**config.mk**
```make
export PLATFORM = sky130hd
export DESIGN_NAME = rf_read_arbiter
export DESIGN_NICKNAME = d
export VERILOG_FILES = /design/src/rtl/rf_read_arbiter.sv
export SDC_FILE = /design/constraint.sdc
export NUM_CORES = 1
export LEC_CHECK = 0
export BUFFER_PORTS_ARGS = -buffer_cell sky130_fd_sc_hd__buf_2
export CORE_ASPECT_RATIO = 2
export CORE_UTILIZATION = 48
export DETAILED_ROUTE_END_ITERATION = 7
export PLACE_DENSITY = 0.84
export SYNTH_ARGS = -nofsm -noshare
export SYNTH_HDL_FRONTEND = slang
export SYNTH_SLANG_ARGS = --single-unit
```
**constraint.sdc**
```tcl
create_clock -name clk -period 2.9 [get_ports clk]
set_clock_uncertainty 0.15 [all_clocks]
set_input_delay 0.435 -clock clk [delete_from_list [all_inputs] [get_ports clk]]
set_output_delay 0.435 -clock clk [all_outputs]
set_load 0.01 [all_outputs]
```
**src/rtl/rf_read_arbiter.sv**
```systemverilog
// rtl/rf_read_arbiter.sv - four-requester round-robin arbiter for the 64-bit register-file read mux
module rf_read_arbiter (
  input  logic        clk,
  input  logic        reset,
  input  logic [3:0]  req_valid,
  input  logic [19:0] req_addr,
  output logic [3:0]  req_ready,
  output logic [4:0]  sel,
  input  logic [63:0] mux_data,
  output logic [3:0]  rsp_valid,
  output logic [63:0] rsp_data,
  input  logic [3:0]  rsp_ready
);

  typedef enum logic [1:0] {
    IDLE = 2'd0,
    READ = 2'd1,
    RESP = 2'd2
  } state_t;

  state_t      state;
  state_t      state_nxt;
  logic [1:0]  ptr;
  logic [1:0]  gnt;
  logic [1:0]  gnt_idx;
  logic [1:0]  cand;
  logic        gnt_found;
  logic        accept;
  logic        rsp_hs;
  logic [4:0]  slot_addr [4];

  always_comb begin
    for (int k = 0; k < 4; k++) begin
      slot_addr[k] = req_addr[5*k +: 5];
    end
  end

  // Round-robin search: first requesting slot at or after ptr, wrapping mod 4.
  always_comb begin
    gnt_found = 1'b0;
    gnt_idx   = ptr;
    cand      = ptr;
    for (int k = 0; k < 4; k++) begin
      cand = ptr + 2'(k);
      if (!gnt_found && req_valid[cand]) begin
        gnt_found = 1'b1;
        gnt_idx   = cand;
      end
    end
  end

  always_ff @(posedge clk or negedge reset) begin
    if (!reset) begin
      state <= IDLE;
    end else begin
      state <= state_nxt;
    end
  end

  always_comb begin
    state_nxt = state;
    case (state)
      IDLE:    if (gnt_found) state_nxt = READ;
      READ:    state_nxt = RESP;
      RESP:    if (rsp_ready[gnt]) state_nxt = IDLE;
      default: state_nxt = IDLE;
    endcase
  end

  // req_ready is gated by reset so it reads zero while reset is held low.
  always_comb begin
    req_ready = 4'b0000;
    accept    = 1'b0;
    rsp_hs    = 1'b0;
    case (state)
      IDLE: begin
        if (gnt_found && reset) begin
          req_ready[gnt_idx] = 1'b1;
          accept             = 1'b1;
        end
      end
      RESP: rsp_hs = rsp_ready[gnt];
      default: ;
    endcase
  end

  always_ff @(posedge clk or negedge reset) begin
    if (!reset) begin
      ptr       <= 2'd0;
      gnt       <= 2'd0;
      sel       <= 5'd0;
      rsp_valid <= 4'b0000;
      rsp_data  <= 64'h0;
    end else begin
      if (accept) begin
        sel <= slot_addr[gnt_idx];
        gnt <= gnt_idx;
      end
      // Register 31 is the hard-wired zero register; the mux output is ignored.
      if (state == READ) begin
        rsp_data  <= (sel == 5'd31) ? 64'h0 : mux_data;
        rsp_valid <= 4'b0001 << gnt;
      end
      if (rsp_hs) begin
        rsp_valid <= 4'b0000;
        ptr       <= gnt + 2'd1;
      end
    end
  end

endmodule

```
==> results by group <==
Clock network
  • Htree depth: 3
  • CTS tree: done
  • CTS buffer count: 9
  • Resize count post-CTS: 0
  • Clock tree buffer depth: 2
  • Root buf cell: clkbuf_16
  • CTS sink count: 79
  • Clk pin slew, worst setup/hold paths: ~50 ps
  • Clk_lat worst skew: 320 ps

Synth
  • Synthesized cell area: ~3200 sq um
  • Post-synth cell types: 30
  • Seq cells post-synth: 79
  • Syn_nets: approximately 330
  • Asr flop ratio synth: 100%
  • Cells after synthesis: 231
  • Synth top cells by count: dfrtp_1, a22o_1, buf_2
  • Synth area leader: dfrtp_1
  • Synth top area share: between 60% and 70%
  • Ys flop type: dfrtp_1
  • Synthesized area per cell: 14.1 sq um
  • Post-synth EDFFs: 0
  • Top cells by area, synth: dfrtp_1, a22o_1, a211oi_2
  • Count leader, synth: dfrtp_1
  • Sequential element share of the synthesized area: between 60 and 70%
  • Warnings, synthesis: 0

Final layout
  • Number of nets in the layout: around 500
  • Antenna cells: 0
  • Area delta synth->final: 39.9%
  • Register area: between 1500 and 2000 sq um
  • Filler cells: 490
  • Fraction of layout cells with a size suffix above 1: 52.3%
  • Area of the multi-input gates: ~1200 sq um
  • Final instance area: 4540 sq um
  • Non-Filler Instances: roughly 500

Worst setup path
  • R2R depth: 4
  • Worst setup EP type: output port
  • Critical Path RT: 2320 ps
  • Crit-path cells: dlygate4sd3_1 > buf_4 > nor4b_4 > buf_4 > and2_1 > and2_1 > buf_2
  • Levels on crit path: 7
  • Kind of critical path: in2out
  • Worst path top cell family by delay: buffers and inverters
  • Worst stage delay on the critical path: about 540 ps
  • Buf/Inv on CP: 4
  • Critical path launch point type: input pin
  • Crit-path slowest cell: dlygate4sd3_1
  • Max Fanout on Critical Path: 7
  • Arr. time, crit path: approximately 2100 ps

Worst hold path
  • Hold WC Path Type: in2reg
  • WHS Path Cells: 2

Detailed routing
  • Pre-Repair DR Iteration Count: 4
  • DR vias/cell: ~5.5
  • Avg WL per Cell: approximately 16 um
  • Routed via count: 2730
  • Antenna viol nets, final: 0
  • Final WL: slightly above 8000 um
  • DRT iter0 DRCs: between 100 and 150
  • DRC Markers: 0

STA
  • RSZ-0062 raised after global routing: no
  • Max Clk Rate: 0.378 GHz
  • Final setup vio count: 0
  • Setup tns final: 0 ps
  • Final hold violation count: 0
  • Fin. max-slew vios: 0
  • Final period util: about nine tenths
  • Slew @ Worst Pin: 698 ps
  • WHS: between 150 and 200 ps
  • Final WS setup: about 260 ps
  • Rel. slew slack: a little over half
  • Period minus WS final: 2640 ps

Pwr
  • Worst VDD drop: ~0.57 mV
  • P_leak: 2.37 nW
  • PD cells: 1190 nW/um^2

Placement
  • DP HPWL: 6040 um
  • Pre-CTS setup slack: between 400 and 500 ps
  • Routability Congestion: 0.759
  • DP Area: about 4200 sq um
  • Cells after DPL: between 400 and 500
  • Port Buffers: 170

Global route
  • Pin count of the biggest net entering global routing: 67
  • First-pass GRT wire length: 12500 um
  • Gr usage total: 23.6%
  • Initial antenna violation count: 0
  • Vias in the first global route: 2764
  • GRT Residual Overflow: 0

Floorplan
  • # IOs: approximately 170
  • Die Wd: ~60 um
  • Die area: 7120 sq um
  • Die height: 118 um
  • Row count: 42
  • Initial core utilization: 49.4%
  • Core ar.: roughly 6600 sq um

Job
  • Max_cap viols: 0

Run status
  • Status: complete, no violations
report_power, final:
| part | total (W) | internal (W) | switching [W] |
|---|---|---|---|
| sequential | 0.00198 | 0.00164 | 0.000342 |
| combinational | 0.00227 | 0.00109 | 0.00119 |
| clock | 0.00114 | 0.000737 | 0.000404 |
| total | 0.00539 | 0.00346 | 0.00193 |
cells in the final DEF (no fill, tap or decap):
master | netlist | final
buf_12 | 0 | 1
and2_1 | 3 | 3
clkbuf_8 | 0 | 3
and4_1 | 5 | 5
o21bai_2 | 1 | 1
dlygate4sd3_1 | 0 | 1
a211oi_2 | 10 | 10
nand2b_1 | 2 | 1
nor2b_1 | 5 | 5
nor3_1 | 2 | 2
clkinv_2 | 0 | 1
ha_1 | 4 | 4
bufinv_16 | 0 | 1
inv_1 | 2 | 2
o21a_1 | 1 | 1
o21ai_0 | 3 | 3
o21ai_2 | 2 | 2
a211o_1 | 1 | 1
clkbuf_16 | 0 | 9
a31oi_4 | 0 | 1
buf_4 | 0 | 8
mux2i_1 | 6 | 6
nand2_1 | 1 | 1
nor4b_4 | 1 | 1
dfrtp_1 | 79 | 79
mux4_2 | 1 | 1
nand3_2 | 1 | 1
nand2b_2 | 0 | 1
inv_6 | 0 | 1
buf_2 | 12 | 169
and3b_1 | 1 | 1
mux2_2 | 1 | 1
nor2_1 | 9 | 9
and3_1 | 3 | 3
a22o_1 | 68 | 68
clkinvlp_4 | 0 | 1
nor4_2 | 2 | 2
nand3b_1 | 1 | 1
cell families after synthesis:
| group | synth area share [%] |
|---|---|
| compound gates | 24.4 |
| fa+ha+maj | 1.54 |
| buf+inv | 2.66 |
| flops | 60.9 |
| mux | 2.89 |
| simple gates | 7.63 |
metal layers:
layer	up-vias	track usage [%]	share of wire, %
li1	1237	-	-
met1	1328	24.4	37
met2	145	42.2	55
met3	20	5.36	5.7
met4	0	10.8	2.5
met5	-	0	0
registers in the layout, indices dropped and copies added, names as in the netlist:
name       count
rsp_data      64
sel            5
rsp_valid      4
gnt            2
ptr            2
state          2
timing repair:
action	CTS	global route
setup endpoints to repair	0	1
hold endpoints to repair	23	0
hold buffers	1	0
setup buffers	0	3
per-stage QoR:
step	utilization, %	total power, W
2_1_floorplan	-	0.00336
3_3_place_gp	63.8	0.00417
3_5_place_dp	63.8	0.00425
4_1_cts	68.8	0.00542
5_1_grt	69.2	0.00573
6_report	69.2	0.00539
layout make-up:
class / count / area share [%]
well taps: 88 / 2.42
repair buffers: 179 / 20.6
clock inverters: 4 / 1.13
clock buffers: 12 / 5.86
multi-input cells: 135 / 26.3
flip-flops and latches: 79 / 43.5
inverters: 2 / 0.165
final timing paths:
path,slack [ps],endpoint,from
worst max-delay path,260,req_ready[1],reset
worst min-delay path,180,rsp_data[20],mux_data[20]
worst max register to register,930,rsp_data[0],state[1]
worst min register to register,350,rsp_data[18],rsp_data[18]
max in group asynchronous,1090,rsp_data[50],reset
min in group asynchronous,530,rsp_data[16],reset
No activity file was read; power rests on OpenSTA's default activity.
